<file path="src/rtl/vend_pkg.sv">
// Shared types and coin decoding for the vend sequencer slice.
package vend_pkg;

    typedef enum logic [1:0] {
        IDLE    = 2'b00,
        COLLECT = 2'b01,
        VEND    = 2'b10,
        CHANGE  = 2'b11
    } vend_state_t;

    localparam logic [1:0] COIN_NONE = 2'b00;
    localparam logic [1:0] COIN_5    = 2'b01;
    localparam logic [1:0] COIN_10   = 2'b10;
    localparam logic [1:0] COIN_BAD  = 2'b11;

    // Credit value of a coin code; zero marks an invalid code.
    function automatic logic [1:0] coin_to_credit(input logic [1:0] code);
        case (code)
            COIN_5:              return 2'd1;
            COIN_10:             return 2'd2;
            COIN_NONE, COIN_BAD: return 2'd0;
            default:             return 2'd0;
        endcase
    endfunction

endpackage

</file>
<file path="src/rtl/vend_idle_timer.sv">
// Idle timer for the COLLECT state; only instantiated with VEND_TIMEOUT_EN.
module vend_idle_timer
    import vend_pkg::*;
#(
    parameter int unsigned TIMEOUT_CYC = 1000
) (
    input  logic clock,
    input  logic reset,
    input  logic clear,
    input  logic run,
    output logic expired
);

    localparam int unsigned TW = $clog2(TIMEOUT_CYC + 1);

    logic [TW-1:0] count;

    // Counts edges since the last accept, the accept edge itself being the first.
    always_ff @(posedge clock) begin
        if (reset) begin
            count <= '0;
        end else if (clear) begin
            count <= TW'(1);
        end else if (run && !expired) begin
            count <= count + TW'(1);
        end
    end

    always_comb begin
        expired = run && (count >= TW'(TIMEOUT_CYC - 1));
    end

endmodule

</file>
<file path="src/rtl/vend_sequencer.sv">
// Coin-collect / vend / change sequencer. Optional COLLECT idle refund
// is enabled by defining VEND_TIMEOUT_EN.
module vend_sequencer
    import vend_pkg::*;
#(
    parameter int unsigned PRICE_UNITS = 3,
    parameter int unsigned MAX_CREDIT  = 7,
    parameter int unsigned TIMEOUT_CYC = 1000
) (
    input  logic                               clock,
    input  logic                               reset,
    input  logic                               coin_valid,
    input  logic [1:0]                         coin_code,
    output logic                               coin_ready,
    input  logic                               cancel,
    output logic                               vend_req,
    input  logic                               vend_ack,
    output logic                               chg_valid,
    output logic [1:0]                         chg_code,
    input  logic                               chg_ready,
    output logic [$clog2(MAX_CREDIT+1)-1:0]    credit,
    output logic                               reject
);

    localparam int unsigned CW = $clog2(MAX_CREDIT + 1);
    localparam logic [CW:0]   PRICE_SUM = (CW+1)'(PRICE_UNITS);
    localparam logic [CW-1:0] PRICE_CR  = CW'(PRICE_UNITS);

    vend_state_t   state, state_next;
    logic [CW-1:0] credit_next;
    logic [CW:0]   coin_sum;
    logic [1:0]    coin_val;
    logic          accept, coin_ok, timeout, reject_next;

    assign coin_ready = !reset && ((state == IDLE) || (state == COLLECT));
    assign accept     = coin_valid && coin_ready;
    assign coin_val   = coin_to_credit(coin_code);
    assign coin_ok    = accept && (coin_val != 2'd0);
    assign coin_sum   = {1'b0, credit} + (CW+1)'(coin_val);

`ifdef VEND_TIMEOUT_EN
    logic timer_expired;

    vend_idle_timer #(
        .TIMEOUT_CYC (TIMEOUT_CYC)
    ) u_idle_timer (
        .clock   (clock),
        .reset   (reset),
        .clear   (accept || (state != COLLECT)),
        .run     (state == COLLECT),
        .expired (timer_expired)
    );

    assign timeout = timer_expired && !accept;
`else
    assign timeout = 1'b0;
`endif

    always_ff @(posedge clock) begin
        if (reset) begin
            state  <= IDLE;
            credit <= '0;
            reject <= 1'b0;
        end else begin
            state  <= state_next;
            credit <= credit_next;
            reject <= reject_next;
        end
    end

    always_comb begin
        state_next  = state;
        credit_next = credit;
        reject_next = accept && (coin_val == 2'd0);
        case (state)
            // A coin arriving with cancel is added first; reaching the price vends.
            IDLE, COLLECT: begin
                if (coin_ok) begin
                    credit_next = coin_sum[CW-1:0];
                    if (coin_sum >= PRICE_SUM) begin
                        state_next = VEND;
                    end else if (cancel) begin
                        state_next = CHANGE;
                    end else begin
                        state_next = COLLECT;
                    end
                end else if ((state == COLLECT) && (cancel || timeout)) begin
                    state_next = CHANGE;
                end
            end
            VEND: begin
                if (vend_ack) begin
                    credit_next = credit - PRICE_CR;
                    state_next  = (credit > PRICE_CR) ? CHANGE : IDLE;
                end
            end
            CHANGE: begin
                if (credit == '0) begin
                    state_next = IDLE;
                end else if (chg_ready) begin
                    if (credit >= CW'(2)) begin
                        credit_next = credit - CW'(2);
                        state_next  = (credit == CW'(2)) ? IDLE : CHANGE;
                    end else begin
                        credit_next = credit - CW'(1);
                        state_next  = IDLE;
                    end
                end
            end
            default: state_next = IDLE;
        endcase
    end

    always_comb begin
        vend_req  = !reset && (state == VEND);
        chg_valid = !reset && (state == CHANGE);
        chg_code  = 2'b00;
        if (chg_valid) begin
            chg_code = (credit >= CW'(2)) ? COIN_10 : COIN_5;
        end
    end

endmodule

</file>
<file path="config.mk">
export PLATFORM = sky130hd
export DESIGN_NAME = vend_sequencer
export DESIGN_NICKNAME = d
export VERILOG_FILES = /design/src/rtl/vend_pkg.sv /design/src/rtl/vend_idle_timer.sv /design/src/rtl/vend_sequencer.sv
export SDC_FILE = /design/constraint.sdc
export NUM_CORES = 1
export LEC_CHECK = 0
export ABC_AREA = 1
export BUFFER_PORTS_ARGS = -buffer_cell sky130_fd_sc_hd__buf_2
export CAP_MARGIN = 20
export CORE_UTILIZATION = 45
export CTS_CLUSTER_DIAMETER = 100
export DETAILED_ROUTE_END_ITERATION = 10
export PLACE_DENSITY = 0.73
export SLEW_MARGIN = 10
export SYNTH_ARGS = -nofsm -noshare
export SYNTH_HDL_FRONTEND = slang
export SYNTH_SLANG_ARGS = --single-unit
</file>
<file path="constraint.sdc">
create_clock -name clock -period 2.3 [get_ports clock]
set_input_delay 0 -clock clock [delete_from_list [all_inputs] [get_ports clock]]
set_output_delay 0 -clock clock [all_outputs]
set_load 0.02 [all_outputs]
</file>
==> insert_results.sql <==
INSERT INTO impl_metrics (metric_group, metric, value, unit) VALUES
('outcome', 'status', 'finished clean', ''),
('clock_network', 'clk_path_buf_depth', '2', ''),
('yosys', 'ys.warnings.count', '0', ''),
('worst_setup_path', 'regToRegSetupSlack', '450', 'ps'),
('final_layout', 'antenna_cells', '0', ''),
('sta', 'timing.fmax', '540', 'MHz'),
('final_layout', 'layout.cells.most_common_list', 'nand2_1, inv_1, buf_2', ''),
('global_route', 'vias_in_the_first_global_route', '521', ''),
('worst_setup_path', 'timing.critical_path.from_type', 'flip-flop', ''),
('worst_setup_path', 'critPathCaptureType', 'flip-flop', ''),
('die', 'rows', '13', ''),
('worst_setup_path', 'cp_max_fo', '6', ''),
('global_route', 'grt_max_degree', '10', ''),
('final_layout', 'flow.area_growth_from_synthesis', '20.5', '%'),
('final_layout', 'layout_commonest_cell', 'nand2_1', ''),
('drt', 'remaining_drc_errors', '0', ''),
('clock_network', 'insertion_delay', '240', 'ps'),
('drt', 'drt-total-wl', '1510', 'um'),
('pwr', 'irDropWorstVdd', '503', 'uV'),
('place', 'dpl_cell_area', '785', 'sq um'),
('drt', 'drt_iter0_markers', '11', ''),
('yosys', 'synth-seq-cells', '6', ''),
('clock_network', 'post_cts_hold_buffer_count', '1', ''),
('die', 'die-height', '40.8', 'um'),
('clock_network', 'clkSlewWorstSetupHoldPaths', '40', 'ps'),
('place', 'half_perimeter_wire_length_after_detailed_placement', '1210', 'um'),
('clock_network', 'sink_count', '6', ''),
('drt', 'post_route_antenna_net_violation_count', '0', ''),
('yosys', 'fraction_of_the_yosys_area_taken_by_sequential_cells', '17.7', '%'),
('final_layout', 'finalNetCount', '153', ''),
('drt', 'avgRoutedWirePerCell', '10.3', 'um'),
('global_route', 'globalRouteOverflowTotal', '0', ''),
('worst_setup_path', 'timing.setup.critical_path_class', 'reg -> reg', ''),
('clock_network', 'numCtsBuffers', '3', ''),
('worst_setup_path', 'cp.arrival', '1980', 'ps'),
('drt', 'route.detailed.vias_per_inst', '4.95', ''),
('pwr', 'leakagePower', '0.498', 'nW'),
('yosys', 'post_synthesis_mean_instance_area', '6.17', 'sq um'),
('yosys', 'synthesis.instances', '110', ''),
('clock_network', 'postCtsSetupBuffers', '0', ''),
('yosys', 'yosys.area.top_type', 'ha_1', ''),
('sta', 'rsz0062_at_grt', 'no', ''),
('sta', 'period_minus_slack', '1850', 'ps'),
('sta', 'final-max-slew-violation-count', '0', ''),
('yosys', 'yosysTopAreaCellShare', '20.3', '%'),
('pwr', 'p_per_area', '982', 'nW/um^2'),
('die', 'core', '1350', 'sq um'),
('die', 'die_width', '40.8', 'um'),
('place', 'io_buffer_count', '16', ''),
('sta', 'final_report_setup_violation_count', '0', ''),
('drt', 'dr.pass1.iters', '4', ''),
('die', 'dieArea', '1670', 'sq um'),
('hold_path', 'holdCritPathClass', 'in -> reg', ''),
('final_layout', 'fillers', '138', ''),
('die', 'initial_standard_cell_utilization_of_the_core', '50.2', '%'),
('final_layout', 'final_design_area_no_fill', '817', 'sq um'),
('sta', 'setup_tns', '0', 'ps'),
('global_route', 'grt_use_total', '20.4', '%'),
('sta', 'relSlewSlack', '81.3', '%'),
('global_route', 'grt_antenna_before_repair', '0', ''),
('sta', 'hold_viol', '0', ''),
('global_route', 'grt_first_pass_wirelength', '2200', 'um'),
('run', 'cap_violations', '0', ''),
('drt', 'dr_total_vias', '723', ''),
('hold_path', 'whs_path_depth', '2', ''),
('sta', 'tightestPinTransition', '280', 'ps'),
('yosys', 'area_of_the_mapped_netlist', '678', 'sq um'),
('clock_network', 'tritoncts', 'yes', ''),
('yosys', 'post_synth_num_cell_types', '18', ''),
('clock_network', 'cts-resized-gates', '0', ''),
('sta', 'part_of_the_cycle_the_worst_path_needs', '80.5', '%'),
('worst_setup_path', 'reg2reg_depth', '12', ''),
('worst_setup_path', 'critPathRequiredTime', '2430', 'ps'),
('die', 'io-pin-count', '17', ''),
('yosys', 'yosys-top-cells-area', 'ha_1, dfxtp_1, nand2_1', ''),
('clock_network', 'clock_tree.htree_level_count', '1', ''),
('final_layout', 'final_layout_size_suffix_gt1_share', '18.3', '%'),
('yosys', 'postSynthNetCount', '130', ''),
('sta', 'skew', '1.24', 'ps'),
('place', 'gpl.final_weighted_congestion', '0.870', ''),
('clock_network', 'clk_root_buffer_cell', 'clkbuf_4', '');
-- metrics by stage --
step / setup WS (ps) / std cells / util [%] / hold WS [ps] / total power [mW]
after global routing: 317 / 146 / 60.5 / 33.2 / 0.886
after CTS: 469 / 146 / 60.5 / 9.49 / 0.809
after floorplan: 457 / 110 / - / 69.1 / 0.570
after detailed placement: 479 / 142 / 58.1 / 242 / 0.701
final: 448 / 146 / 60.5 / 17.8 / 0.802
after global placement: 542 / 142 / 58.1 / 238 / 0.691
-- cell usage after synthesis --
master / count
nor3_1: 1
o21ai_0: 3
nor2_1: 14
fa_1: 1
o21ai_2: 1
xor2_1: 1
nand2_2: 1
inv_1: 19
nor2_4: 1
inv_2: 1
ha_1: 11
a21oi_1: 9
a21o_1: 1
dfxtp_1: 6
nand2_1: 30
nand3_1: 8
and2_1: 1
o22ai_1: 1
-- kinds of logic after synthesis --
logic type,synth area share [%]
buffers and inverters,11.1
XOR/XNOR,1.29
adder cells (fa/ha/maj),23.2
AND/OR/NAND/NOR,34.5
flip-flops,17.7
AO/OA/AOI/OAI,12.2
-- report_power, final --
part           switching (mW)  internal (mW)  total (mW)
Combinational           0.330          0.190       0.520
Sequential             0.0481          0.138       0.187
Clock                  0.0365         0.0589      0.0954
-- worst paths after layout --
path,to,from
max,state[1],credit[0]
min,state[1],reset
max reg2reg,state[1],credit[0]
min reg2reg,state[0],state[0]
-- per-layer routing --
| metal | up-vias | routed length (um) | GRT usage (%) |
|---|---|---|---|
| met5 | - | 0 | 0 |
| met4 | 0 | 5 | 10.0 |
| met3 | 2 | 52 | 1.63 |
| met2 | 18 | 696 | 33.6 |
| met1 | 315 | 752 | 26.5 |
| li1 | 388 | - | - |
-- registers in the layout, indices dropped and copies added, names as in the netlist --
register / count
credit: 3
state: 2
reject: 1
-- layout make-up --
| cell class | count | area (sq um) | area share (%) |
|---|---|---|---|
| clock buffers | 3 | 22.5 | 2.76 |
| repair buffers | 18 | 97.6 | 11.9 |
| multi-input cells | 84 | 483 | 59.1 |
| flip-flops and latches | 6 | 120 | 14.7 |
| inverters | 20 | 75.1 | 9.19 |
| well taps | 15 | 18.8 | 2.30 |
-- critical path, stage by stage (launching register included) --
cell and delay [ps]:
dfxtp_1 420, ha_1 210, inv_1 60, fa_1 500
inv_1 40, nand2_1 50, nand3_1 70, nor2_1 120
nand2_1 70, nand2_1 50, nand2_1 40, nand2_1 50
a21oi_1 50
Power figures use the tool's default switching activity.
